### config.mk
export PLATFORM = sky130hd
export DESIGN_NAME = bus_tx_arbiter
export DESIGN_NICKNAME = d
export VERILOG_FILES = /design/src/rtl/bus_pkg.sv /design/src/rtl/rr_arbiter4.sv /design/src/rtl/bus_tx_arbiter.sv
export SDC_FILE = /design/constraint.sdc
export NUM_CORES = 1
export LEC_CHECK = 0
export BUFFER_PORTS_ARGS = -buffer_cell sky130_fd_sc_hd__buf_2
export CAP_MARGIN = 25
export CELL_PAD_IN_SITES_DETAIL_PLACEMENT = 1
export CELL_PAD_IN_SITES_GLOBAL_PLACEMENT = 1
export CORE_ASPECT_RATIO = 0.6
export CORE_MARGIN = 2
export CORE_UTILIZATION = 35
export DETAILED_ROUTE_END_ITERATION = 8
export PLACE_DENSITY = 0.82
export SLEW_MARGIN = 15
export SYNTH_ARGS = -nofsm -noshare
export SYNTH_HDL_FRONTEND = slang
export SYNTH_SLANG_ARGS = --single-unit
### constraint.sdc
create_clock -name clk -period 2.85 [get_ports clk]
set_input_delay 0.1425 -clock clk [delete_from_list [all_inputs] [get_ports clk]]
set_output_delay 0.1425 -clock clk [all_outputs]
set_load 0.01 [all_outputs]
### src/rtl/bus_pkg.sv
// bus_pkg: shared frame layout and state type for the bus transmitter and receiver
// BUS_TX_PARITY_EN adds the PARITY state and one parity bit to the frame.
package bus_pkg;
    localparam int ID_W = 4;
    localparam int DATA_W = 8;
    localparam int PAYLOAD_BITS = 2 * ID_W + DATA_W;
    localparam int DEST_OFF = ID_W + DATA_W;
    localparam int SRC_OFF = DATA_W;
    localparam int DATA_OFF = 0;
`ifdef BUS_TX_PARITY_EN
    localparam int FRAME_BITS = PAYLOAD_BITS + 3;
    typedef enum logic [2:0] {S_IDLE, S_ARB, S_START, S_SHIFT, S_PARITY, S_STOP, S_GAP} state_t;
`else
    localparam int FRAME_BITS = PAYLOAD_BITS + 2;
    typedef enum logic [2:0] {S_IDLE, S_ARB, S_START, S_SHIFT, S_STOP, S_GAP} state_t;
`endif
    function automatic logic [1:0] oh2idx(input logic [3:0] oh);
        return {oh[3] | oh[2], oh[3] | oh[1]};
    endfunction
endpackage

### src/rtl/rr_arbiter4.sv
// rr_arbiter4: 4-way round-robin pick, searching from the requester after last_grant
module rr_arbiter4 (
    input  logic [3:0] req,
    input  logic [1:0] last_grant,
    output logic [3:0] grant,
    output logic       valid
);
    // walk from lowest to highest priority so the nearest requester wins
    always_comb begin
        grant = '0;
        for (int k = 4; k >= 1; k--)
            if (req[last_grant + 2'(k)]) grant = 4'b0001 << (last_grant + 2'(k));
    end
    assign valid = |req;
endmodule

### src/rtl/bus_tx_arbiter.sv
// bus_tx_arbiter: round-robin arbitrated serial frame transmitter
// Define BUS_TX_PARITY_EN to send an even parity bit between data and stop.
module bus_tx_arbiter
    import bus_pkg::*;
#(
    parameter int CLKS_PER_BIT = 8,
    parameter int IFG_BITS = 2
) (
    input  logic        clk,
    input  logic        rst_n,
    input  logic [3:0]  node_id,
    input  logic        bus_busy,
    input  logic [3:0]  req,
    input  logic [15:0] req_dest,
    input  logic [31:0] req_data,
    output logic [3:0]  ack,
    output logic [3:0]  done,
    output logic        tx,
    output logic        busy
);
    localparam logic [7:0] LAST_CLK = 8'(CLKS_PER_BIT - 1);
    localparam logic [3:0] LAST_GAP = 4'(IFG_BITS - 1);
    localparam logic [3:0] LAST_BIT = 4'(PAYLOAD_BITS - 1);
    state_t state, state_nxt;
    logic [7:0] clk_cnt;
    logic [3:0] bit_cnt, grant;
    logic [1:0] last_grant, win;
    logic valid, bit_end, take;
    logic [PAYLOAD_BITS-1:0] sh, payload;
`ifdef BUS_TX_PARITY_EN
    logic par;
`endif

    rr_arbiter4 u_rr (.req(req), .last_grant(last_grant), .grant(grant), .valid(valid));

    assign win = oh2idx(grant);
    assign bit_end = clk_cnt == LAST_CLK;
    assign take = state == S_ARB && valid && !bus_busy;

    always_comb begin
        payload = '0;
        payload[DEST_OFF +: ID_W] = req_dest[{win, 2'b00} +: ID_W];
        payload[SRC_OFF +: ID_W] = node_id;
        payload[DATA_OFF +: DATA_W] = req_data[{win, 3'b000} +: DATA_W];
    end

    always_ff @(posedge clk) state <= !rst_n ? S_IDLE : state_nxt;

    always_comb begin
        state_nxt = state;
        case (state)
            S_IDLE:   state_nxt = (|req && !bus_busy) ? S_ARB : S_IDLE;
            S_ARB:    state_nxt = take ? S_START : S_IDLE;
            S_START:  state_nxt = bit_end ? S_SHIFT : S_START;
`ifdef BUS_TX_PARITY_EN
            S_SHIFT:  state_nxt = (bit_end && bit_cnt == LAST_BIT) ? S_PARITY : S_SHIFT;
            S_PARITY: state_nxt = bit_end ? S_STOP : S_PARITY;
`else
            S_SHIFT:  state_nxt = (bit_end && bit_cnt == LAST_BIT) ? S_STOP : S_SHIFT;
`endif
            S_STOP:   state_nxt = bit_end ? (IFG_BITS == 0 ? S_IDLE : S_GAP) : S_STOP;
            S_GAP:    state_nxt = (bit_end && bit_cnt == LAST_GAP) ? S_IDLE : S_GAP;
            default:  state_nxt = S_IDLE;
        endcase
    end

    // bit_cnt counts payload bits in SHIFT and idle bit periods in GAP
    always_ff @(posedge clk) begin
        if (!rst_n) begin
            clk_cnt <= '0;
            bit_cnt <= '0;
            last_grant <= 2'd3;
            sh <= '0;
        end else begin
            clk_cnt <= (state_nxt != state || bit_end) ? '0 : clk_cnt + 8'd1;
            bit_cnt <= (state_nxt != state) ? '0 :
                       (bit_end && (state == S_SHIFT || state == S_GAP)) ? bit_cnt + 4'd1 : bit_cnt;
            if (take) begin
                last_grant <= win;
                sh <= payload;
            end else if (state == S_SHIFT && bit_end) sh <= sh << 1;
        end
    end

`ifdef BUS_TX_PARITY_EN
    always_ff @(posedge clk) par <= !rst_n ? 1'b0 : take ? ^payload : par;
`endif

    always_comb begin
        ack = take ? grant : '0;
        done = (state == S_STOP && bit_end) ? 4'b0001 << last_grant : '0;
        busy = state != S_IDLE;
        tx = state == S_START ? 1'b0 : state == S_SHIFT ? sh[PAYLOAD_BITS-1] : 1'b1;
`ifdef BUS_TX_PARITY_EN
        if (state == S_PARITY) tx = par;
`endif
    end
endmodule

==> out/metrics.cfg <==
[synth]
ys.flop_type = dfxtp_1
ys_seq_elements = 33
synth-edff-count = 0
ys_seq_area_share_pct = 27.2
synthArstFlopShare_pct = 0
syn_area_um2 = 2430
synth.area.top_cells = dfxtp_1 27%, mux2i_1 10%, mux2_2 5.6%, a221oi_2 4.9%, ha_1 4.6%
syn_area_per_cell_um2 = 8.92
synth_top_area_share_pct = 27.2
synthDistinctLibCells = 53
postSynthCellCount = 272
synth_fp_nets = 340
yosys.area.top_type = dfxtp_1
synth_warnings = 0

[global_route]
gr-total-overflow = 0
antenna_found_initial = 0
grt_use_total_pct = 21.2
grt_max_degree = 23
grt_pass1_wl_um = 12600
first_global_vias = 2468

[layout]
fin_nets = 423
layout-drive-gt1-share_pct = 39.6
layout_common_cells = 68 x buf_2, 33 x dfxtp_1, 25 x nor2_1, 25 x buf_4, 24 x mux2i_1
final_common_cell = buf_2
antenna_cells = 0
ff_latch_area_um2 = 661
finalNonFillerCells = 443
final.fill_count = 794
final_cell_area_um2 = 3250
area_delta_synth_final_pct = 34.1
multi_input_area_um2 = 1690

[power]
combPwrFrac_pct = 30.4
seq_power_share_pct = 30.4
switching_share_pct = 28.8
p_leak_nw = 1.45
p_int_w = 0.00117
power_density_nw_per_um2 = 503
clkPwrFrac_pct = 39.1
worst_ir_drop_vdd_mv = 0.227
p_switching_w = 0.000472

[critical_path]
crit_cells = 8
end_kind = output pin
crit_chain = inv_1 > ha_1 > mux4_2 > buf_4 > a221o_1 > buf_4 > nor2_1 > buf_2
path_common_cell = buf_4
r2r_cells = 10
crit_arrival_ns = 2.64
crit_buf_inv = 4
path_class = flop to output pin
cp-start-kind = flop
crit_path_top_delay_cell = mux4_2
crit_fanout = 5
slowest_delay_ns = 0.60
crit_family = multiplexers
cp.required_ns = 2.71

[die]
die_w_um = 112
dieArea_um2 = 7640
row_count = 23
ios = 69
fp.coreArea_um2 = 6710
die_h_um = 68.5
initial_core_util_pct = 36.2

[sta]
hold_violations = 0
setup_ws_ns = 0.0691
max_freq_mhz = 360
max_slew_margin_pct = 65.9
post-route-min-period_ns = 2.78
slew_viol_final = 0
skew_ns = 0.00712
setup_violations = 0
period_share_pct = 97.6
worst_pin_slew_ns = 0.510

[run]
drv_cap = 0

[detailed_routing]
vias = 2490
initialDrtViolationCount = 140
vias_per_cell = 5.62
dr.pass1.iters = 4
finalWirelength_um = 8220
wire_per_inst_um = 18.6
antenna_left = 0
drc = 0

[hold_path]
hp-class = input pin to flop
holdPathStages = 3

[place]
place.gp.congestion = 0.915
dp_cells = 433
numPortBuffers = 68
hpwl_um = 6040
placed_area_um2 = 3000
dp_slack_ns = -0.496

[clocking]
clockBufferDepth = 2
clk_pin_slew_worst_paths_ns = 0.05
clk_latency_ns = 0.28
h-tree-depth = 2
cts_root_buf = clkbuf_16
cts_sinks = 33
cts_tree = yes
cts_buffers = 5

[status]
status = complete, no violations

-- worst register-to-register path, stage by stage (launching register included) --
cell and delay, ns:
dfxtp_1 0.32, inv_1 0.06, ha_1 0.36, mux4_2 0.60, buf_4 0.20, a211oi_2 0.19
a221o_1 0.22, and2_1 0.22, nor2_4 0.07, buf_12 0.15, a221oi_1 0.28
-- per-layer routing --
| layer | GRT usage (%) | wire, um |
|---|---|---|
| met1 | 29.3 | 3960 |
| met2 | 33.6 | 3700 |
| met3 | 3.93 | 408 |
| met4 | 7.87 | 157 |
| met5 | 0 | 0 |
-- flip-flops by register name, indices dropped and copies added (netlist names) --
signal	cells
bit_cnt	4
clk_cnt	8
last_grant	2
sh	16
state	3
-- path summary, 6_finish.rpt --
| path | to | startpoint | slack (ns) |
|---|---|---|---|
| min reg2reg | clk_cnt[0] | clk_cnt[0] | 0.45 |
| min | sh[11] | node_id[3] | 0.15 |
| max reg2reg | sh[1] | last_grant[1] | 0.09 |
| max | ack[2] | last_grant[1] | 0.07 |
-- cells by family after synthesis --
| logic type | after synthesis | synth area share [%] |
|---|---|---|
| mux | 41 | 19.9 |
| fa+ha+maj | 9 | 4.64 |
| buf+inv | 29 | 5.46 |
| xor+xnor | 8 | 2.89 |
| compound gates | 69 | 22.2 |
| simple gates | 83 | 17.7 |
| flops | 33 | 27.2 |
-- cell type report --
type	instances	area share, %
Multi-Input combinational cell	210	51.9
Sequential cell	33	20.3
Timing Repair Buffer	96	18.1
Clock buffer	7	4.38
Tap cell	87	3.34
Inverter	9	1.04
Clock inverter	1	0.923
-- power groups by stage --
stage	Sequential (W)	Clock, W	Combinational (W)
final	0.000499	0.000641	0.000498
after global routing	0.000501	0.000668	0.000534
after CTS	0.000498	0.000650	0.000470
after detailed placement	0.000507	0	0.000461
after global placement	0.000507	0	0.000442
after floorplan	0.000502	0	0.000286
-- synthesized netlist by cell type, drive strengths merged, types with 2 or more instances --
master / instances
dfxtp: 33
nor2: 26
mux2i: 25
o21ai: 18
nand2: 16
clkbuf: 14
a221oi: 12
mux2: 12
nand3: 10
ha: 9
inv: 9
a21oi: 7
buf: 6
and3: 5
xor2: 5
a211oi: 4
a31oi: 4
mux4: 4
a21boi: 3
a221o: 3
a22oi: 3
and2: 3
nand2b: 3
nor2b: 3
nor3b: 3
o211ai: 3
xnor2: 3
a31o: 2
nand3b: 2
nand4: 2
o31a: 2
or3: 2
-- through the flow --
stage          hold WS [ns]  total power, W  util, %  TNS (ns)
2_1_floorplan         0.299        0.000788        -         0
3_3_place_gp          0.422        0.000949     44.8     -1.66
3_5_place_dp          0.439        0.000968     44.8     -4.41
4_1_cts               0.144         0.00162     47.6         0
5_1_grt               0.175         0.00170     48.5  -0.00838
6_report              0.147         0.00164     48.5         0
-- repair_timing --
action / in CTS / in global routing
setup buffers: 0 / 2
pin swaps: 0 / 1
hold buffers: 0 / 0
resized for setup: 4 / 9
endpoints found under the setup margin: 12 / 14
Note: power is estimated with default switching activity, not from simulation.
